**config.mk**
```make
export PLATFORM = sky130hd
export DESIGN_NAME = mem_stage_ctrl
export DESIGN_NICKNAME = d
export VERILOG_FILES = /design/src/rtl/mem_stage_ctrl_pkg.sv /design/src/rtl/CPU_Register.sv /design/src/rtl/mem_timeout_counter.sv /design/src/rtl/mem_stage_ctrl.sv
export SDC_FILE = /design/constraint.sdc
export NUM_CORES = 1
export LEC_CHECK = 0
export ABC_AREA = 1
export ABC_CLOCK_PERIOD_IN_PS = 3500
export BUFFER_PORTS_ARGS = -buffer_cell sky130_fd_sc_hd__clkbuf_2
export CAP_MARGIN = 20
export CORE_MARGIN = 2
export CORE_UTILIZATION = 45
export DETAILED_ROUTE_END_ITERATION = 10
export GPL_ROUTABILITY_DRIVEN = 0
export MAX_ROUTING_LAYER = met4
export PLACE_DENSITY = 0.89
export SLEW_MARGIN = 40
export SYNTH_ARGS = -nofsm -noshare
export SYNTH_HDL_FRONTEND = slang
export SYNTH_SLANG_ARGS = --single-unit
```
**constraint.sdc**
```tcl
create_clock -name clk -period 3.5 [get_ports clk]
set_input_delay 0.525 -clock clk [delete_from_list [all_inputs] [get_ports clk]]
set_output_delay 0.525 -clock clk [all_outputs]
set_load 0.02 [all_outputs]
```
**src/rtl/mem_stage_ctrl_pkg.sv**
```systemverilog
// Shared definitions for the MEM stage controller.
// Holds the MEM-stage FSM state encodings, the bit positions of the EX/MEM
// MEM and WB control bundles, and the WB bubble value. Imported by every
// file of the MEM stage so that encodings and field positions live in one place.
package mem_stage_ctrl_pkg;

    typedef enum logic [1:0] {
        ST_IDLE = 2'd0,
        ST_WAIT = 2'd1,
        ST_DONE = 2'd2
    } state_e;

    // EX_MEM_MEM_signals = {MemWriteData, MemEnable, MemWrite}
    localparam int unsigned MEM_EN_BIT    = 1;
    localparam int unsigned MEM_WR_BIT    = 0;
    localparam int unsigned MEM_WDATA_MSB = 17;
    localparam int unsigned MEM_WDATA_LSB = 2;

    // EX_MEM_WB_signals = {reg_rd, RegWrite, MemtoReg, HLT, PCS}
    localparam int unsigned WB_RD_MSB       = 7;
    localparam int unsigned WB_RD_LSB       = 4;
    localparam int unsigned WB_REGWRITE_BIT = 3;

    localparam logic [7:0] WB_BUBBLE = 8'h00;

endpackage

```
**src/rtl/CPU_Register.sv**
```systemverilog
// Generic pipeline register field with load enable.
// Ports:
//   clk_i   - clock
//   rst_ni  - synchronous active-low reset, clears the field to 0
//   we_i    - load enable; field holds when low
//   d_i     - next value
//   q_o     - registered value
module CPU_Register #(
    parameter int unsigned WIDTH = 16
) (
    input  logic             clk_i,
    input  logic             rst_ni,
    input  logic             we_i,
    input  logic [WIDTH-1:0] d_i,
    output logic [WIDTH-1:0] q_o
);

    logic [WIDTH-1:0] q_q;

    always_ff @(posedge clk_i) begin
        if (!rst_ni) begin
            q_q <= '0;
        end else if (we_i) begin
            q_q <= d_i;
        end
    end

    assign q_o = q_q;

endmodule

```
**src/rtl/mem_timeout_counter.sv**
```systemverilog
// Counts WAIT cycles of an outstanding memory access and flags expiry.
// Only instantiated when MEM_TIMEOUT_EN is defined.
// Ports:
//   clk_i      - clock
//   rst_ni     - synchronous active-low reset, clears the count
//   clear_i    - restart the count at 0 (takes priority over enable_i)
//   enable_i   - advance the count by one
//   expired_o  - count has reached TIMEOUT_CYCLES-1
module mem_timeout_counter #(
    parameter int unsigned TIMEOUT_CYCLES = 16
) (
    input  logic clk_i,
    input  logic rst_ni,
    input  logic clear_i,
    input  logic enable_i,
    output logic expired_o
);

    localparam int unsigned CW = (TIMEOUT_CYCLES > 2) ? $clog2(TIMEOUT_CYCLES) : 1;
    localparam logic [CW-1:0] LAST = CW'(TIMEOUT_CYCLES - 1);

    logic [CW-1:0] count_q, count_d;

    always_comb begin
        count_d = count_q;
        if (clear_i) begin
            count_d = '0;
        end else if (enable_i) begin
            count_d = count_q + 1'b1;
        end
    end

    always_ff @(posedge clk_i) begin
        if (!rst_ni) begin
            count_q <= '0;
        end else begin
            count_q <= count_d;
        end
    end

    assign expired_o = (count_q == LAST);

endmodule

```
**src/rtl/mem_stage_ctrl.sv**
```systemverilog
// MEM pipeline stage controller: consumer of the EX/MEM bundle, driver of a
// multi-cycle data memory over a req/ready handshake, and owner of the MEM/WB
// pipeline register.
// Optional feature: define MEM_TIMEOUT_EN to abort WAIT after TIMEOUT_CYCLES
// cycles without mem_ready (sets sticky mem_err, retires with RegWrite=0).
// Ports:
//   clk, rst_n                     - clock, synchronous active-low reset
//   EX_MEM_PC_next/ALU_out         - pipelined next PC, ALU result (memory address)
//   EX_MEM_MEM_signals             - {MemWriteData, MemEnable, MemWrite}
//   EX_MEM_WB_signals              - {reg_rd, RegWrite, MemtoReg, HLT, PCS}
//   mem_req/we/addr/wdata          - memory request side
//   mem_rdata/mem_ready            - memory response side
//   mem_stall                      - freeze upstream pipeline
//   MEM_WB_PC_next/ALU_out/MemData - MEM/WB register data fields
//   MEM_WB_WB_signals              - MEM/WB control bundle, 8'h00 is a bubble
//   mem_err                        - sticky timeout flag
module mem_stage_ctrl
    import mem_stage_ctrl_pkg::*;
#(
    parameter int unsigned TIMEOUT_CYCLES = 16
) (
    input  logic        clk,
    input  logic        rst_n,
    input  logic [15:0] EX_MEM_PC_next,
    input  logic [15:0] EX_MEM_ALU_out,
    input  logic [17:0] EX_MEM_MEM_signals,
    input  logic [7:0]  EX_MEM_WB_signals,
    output logic        mem_req,
    output logic        mem_we,
    output logic [15:0] mem_addr,
    output logic [15:0] mem_wdata,
    input  logic [15:0] mem_rdata,
    input  logic        mem_ready,
    output logic        mem_stall,
    output logic [15:0] MEM_WB_PC_next,
    output logic [15:0] MEM_WB_ALU_out,
    output logic [15:0] MEM_WB_MemData,
    output logic [7:0]  MEM_WB_WB_signals,
    output logic        mem_err
);

    state_e      state_q, state_d;
    logic [15:0] rdata_q, rdata_d;
    logic        mem_en, mem_wr;
    logic [15:0] wdata;
    logic        timeout;    // WAIT expired this cycle without ready
    logic        timed_out;  // current DONE follows a timeout

    assign mem_en = EX_MEM_MEM_signals[MEM_EN_BIT];
    assign mem_wr = EX_MEM_MEM_signals[MEM_WR_BIT];
    assign wdata  = EX_MEM_MEM_signals[MEM_WDATA_MSB:MEM_WDATA_LSB];

`ifdef MEM_TIMEOUT_EN
    logic cnt_expired;
    logic err_q;
    logic to_q;

    mem_timeout_counter #(
        .TIMEOUT_CYCLES (TIMEOUT_CYCLES)
    ) u_timeout_counter (
        .clk_i     (clk),
        .rst_ni    (rst_n),
        .clear_i   ((state_q == ST_IDLE) && mem_en && !mem_ready),
        .enable_i  (state_q == ST_WAIT),
        .expired_o (cnt_expired)
    );

    assign timeout = (state_q == ST_WAIT) && !mem_ready && cnt_expired;

    // DONE always follows the WAIT cycle directly, so a one-cycle copy of
    // the timeout strobe identifies an aborted access in DONE.
    always_ff @(posedge clk) begin
        if (!rst_n) begin
            err_q <= 1'b0;
            to_q  <= 1'b0;
        end else begin
            err_q <= err_q | timeout;
            to_q  <= timeout;
        end
    end

    assign timed_out = to_q;
    assign mem_err   = err_q;
`else
    logic unused_timeout_cfg;
    assign unused_timeout_cfg = (TIMEOUT_CYCLES == 0);
    assign timeout   = 1'b0;
    assign timed_out = 1'b0;
    assign mem_err   = 1'b0;
`endif

    always_comb begin
        state_d   = state_q;
        rdata_d   = rdata_q;
        mem_req   = 1'b0;
        mem_stall = 1'b0;
        unique case (state_q)
            ST_IDLE: begin
                if (mem_en) begin
                    mem_req   = 1'b1;
                    mem_stall = 1'b1;
                    if (mem_ready) begin
                        if (!mem_wr) rdata_d = mem_rdata;
                        state_d = ST_DONE;
                    end else begin
                        state_d = ST_WAIT;
                    end
                end
            end
            ST_WAIT: begin
                mem_req   = 1'b1;
                mem_stall = 1'b1;
                if (mem_ready) begin
                    if (!mem_wr) rdata_d = mem_rdata;
                    state_d = ST_DONE;
                end else if (timeout) begin
                    rdata_d = '0;
                    state_d = ST_DONE;
                end
            end
            ST_DONE: state_d = ST_IDLE;
            default: state_d = ST_IDLE;
        endcase
    end

    always_ff @(posedge clk) begin
        if (!rst_n) begin
            state_q <= ST_IDLE;
            rdata_q <= '0;
        end else begin
            state_q <= state_d;
            rdata_q <= rdata_d;
        end
    end

    assign mem_we    = mem_req & mem_wr;
    assign mem_addr  = mem_req ? EX_MEM_ALU_out : '0;
    assign mem_wdata = mem_req ? wdata : '0;

    // MEM/WB register: data fields hold during a stall, WB bundle bubbles.
    logic        wb_load;
    logic [15:0] memdata_d;
    logic [7:0]  wb_d;

    assign wb_load   = !mem_stall;
    assign memdata_d = ((state_q == ST_DONE) && !mem_wr) ? rdata_q : '0;

    always_comb begin
        wb_d = EX_MEM_WB_signals;
        if (mem_stall) begin
            wb_d = WB_BUBBLE;
        end else if (timed_out) begin
            wb_d[WB_REGWRITE_BIT] = 1'b0;
        end
    end

    CPU_Register #(.WIDTH(16)) u_pc_next (
        .clk_i  (clk),
        .rst_ni (rst_n),
        .we_i   (wb_load),
        .d_i    (EX_MEM_PC_next),
        .q_o    (MEM_WB_PC_next)
    );

    CPU_Register #(.WIDTH(16)) u_alu_out (
        .clk_i  (clk),
        .rst_ni (rst_n),
        .we_i   (wb_load),
        .d_i    (EX_MEM_ALU_out),
        .q_o    (MEM_WB_ALU_out)
    );

    CPU_Register #(.WIDTH(16)) u_mem_data (
        .clk_i  (clk),
        .rst_ni (rst_n),
        .we_i   (wb_load),
        .d_i    (memdata_d),
        .q_o    (MEM_WB_MemData)
    );

    CPU_Register #(.WIDTH(8)) u_wb_signals (
        .clk_i  (clk),
        .rst_ni (rst_n),
        .we_i   (1'b1),
        .d_i    (wb_d),
        .q_o    (MEM_WB_WB_signals)
    );

endmodule

```
==> reports/summary.txt <==
setup violators final - 0
post-synthesis cell area - 0.00294 mm²
Avg Cell Area, Syn - 7.32 µm²
Area growth syn-to-layout - 35.7%
Worst-Margin Slew - 0.711 ns
CTS Buf Count - 9
Top Layer Used - met4
starting density of the core - 46.3%
critical path class - flip-flop to output pin
top_reg_cell synth - dfxtp_1
routed metal-1 wirelength - 2.95 mm
TritonCTS Sinks - 74
Clock Tree Buf Depth - 2
Setup Fix Bufs, Post-CTS - 0
Initial DRC Count - 93
# nets final - 636
max frequency - 0.466 GHz
die height - 84.9 µm
DR vias/cell - 4.58
Final Cell Area - 0.00399 mm²
CTS Hold Bufs - 0
Site Rows - 29
largest net degree at the start of global routing - 47
met2 routed WL - 3.57 mm
drt wl/cell - 11.1 µm
HPWL after DPL - 5.32 mm
detailed-route via count - 2933
DRC viols - 0
most numerous cell in the Yosys netlist - nand2_1
Max-Cap Viols - 0
CP arrival - 1.62 ns
CTS resizes - 0
Synth Net Count - 479
fraction of registers with async set/reset - 0%
number of diodes - 0
startpoint types - flip-flop
Final min period - 2.14 ns
Distinct cells, synth - 21
Die Wd - 84.9 µm
router iterations before antenna repair - 4
I/O pin cnt - 169
clk_skew - 0.0113 ns
sequential share of the synthesized area - 50.3%
outcome - finished, final reports clean
IO buf count - 167
met3 wire len - 515 µm
GRT overflow - 0
Post-synth top cells - nand2_1, dfxtp_1, nor2_1
initial antenna violation count - 0
Static Leak - 0.00220 µW
layout cells sized above 1 - 37.4%
clk slew on worst S/H paths - 0.08 ns
top-area cell type share of the netlist area - 50.3%
EDFF count, synth - 0
Root Driver - clkbuf_8
CP Max Fanout - 21
core area - 0.00635 mm²
number of synthesized register bits - 74
synth warn - 0
Mapped Cells - 402
unrepaired setup endpoints after global routing - no
DRT antenna net count - 0
power density over the cells - 494 mW/mm²
Peak VDD IR - 0.000399 V
Setup TNS - 0 ns
DRT Wirelength - 7.12 mm
clock latency on the worst-skew pair - 0.34 ns
overall routing resource usage - 20.4%
Rel. slew slack - 52.5%
crit end category - output pin
placed instance area - 0.00375 mm²
Final Cycle Share - 61.3%
Req. time, crit path - 2.97 ns
Die Footprint - 0.00720 mm²
vias in the first global route - 2780
H-tree depth - 3
Final Hold Fails - 0
max-slew violations - 0
worst min path class - input pin to flip-flop
TritonCTS clock tree - built
post-synth top area cell - dfxtp_1
fill count - 554
ranking of synthesized cells by area - dfxtp_1, nand2_1, nor2_1
first-pass GRT wire length - 11.7 mm
report_power, final:
group          leakage [µW]  switching [µW]  internal (µW)
combinational       0.00148             210            110
clock              0.000115             336            409
sequential         0.000606            23.4            885
cell usage in the layout (no fill, tap or decap), drive strengths merged:
cell type,count
clkbuf,176
nand2,113
dfxtp,74
nor2,63
inv,63
a21oi,32
o21ai,17
nand3,16
clkinv,4
bufinv,2
buf,2
nor3,1
conb,1
critical path, cell delays in order (launching register included):
cell,delay [ns]
dfxtp_1,0.37
o21ai_4,0.45
buf_8,0.24
nor2_1,0.07
clkbuf_2,0.15
final timing paths:
kind                           from           endpoint  slack, ns  cells after the start
hold reg to reg   u_pc_next.q_o[14]  u_pc_next.q_o[14]       0.46                      2
setup / recovery         state_q[0]      mem_wdata[13]       1.36                      4
setup reg to reg         state_q[0]  u_pc_next.q_o[12]       1.73                      5
hold / removal            mem_ready         state_q[0]       0.35                      2
state kept, by name (all words and copies together) (netlist names):
register          flops
rdata_q              16
u_alu_out.q_o        16
u_mem_data.q_o       16
u_pc_next.q_o        16
u_wb_signals.q_o      8
state_q               2
layer usage:
metal | GRT usage, % | vias up
met2 | 35.1 | 124
li1 | - | 1510
met4 | 7.36 | 0
met1 | 23.2 | 1290
met3 | 4.67 | 9
met5 | - | -
cells by family after synthesis:
logic type             count (synthesis)  synth area share (%)
DFF                                   74                  50.3
buffers and inverters                 85                  12.6
other                                  1                 0.127
AOI/OAI and AO/OA                     49                  9.86
and+or+nand+nor                      193                  27.1
metrics by stage:
step | worst slack (ns) | utilization [%] | instances | total power [µW] | hold slack [ns]
6_report | 1.36 | 62.9 | 641 | 1970 | 0.352
5_1_grt | 1.23 | 62.9 | 641 | 2060 | 0.343
4_1_cts | 1.17 | 62.7 | 640 | 1990 | 0.340
3_5_place_dp | 1.01 | 59.1 | 624 | 1250 | 0.449
3_3_place_gp | 1.15 | 59.0 | 624 | 1240 | 0.440
2_1_floorplan | 1.77 | - | 402 | 1130 | 0.439
final cells by class:
type / instances / area, µm² / area share [%]
clock buffers: 9 / 124 / 3.10
clock inverters: 7 / 103 / 2.57
inverters: 62 / 233 / 5.83
multi-input cells: 243 / 1100 / 27.5
flip-flops and latches: 74 / 1480 / 37.1
well taps: 77 / 96.3 / 2.41
repair buffers: 169 / 858 / 21.5
Power figures use the tool's default switching activity.
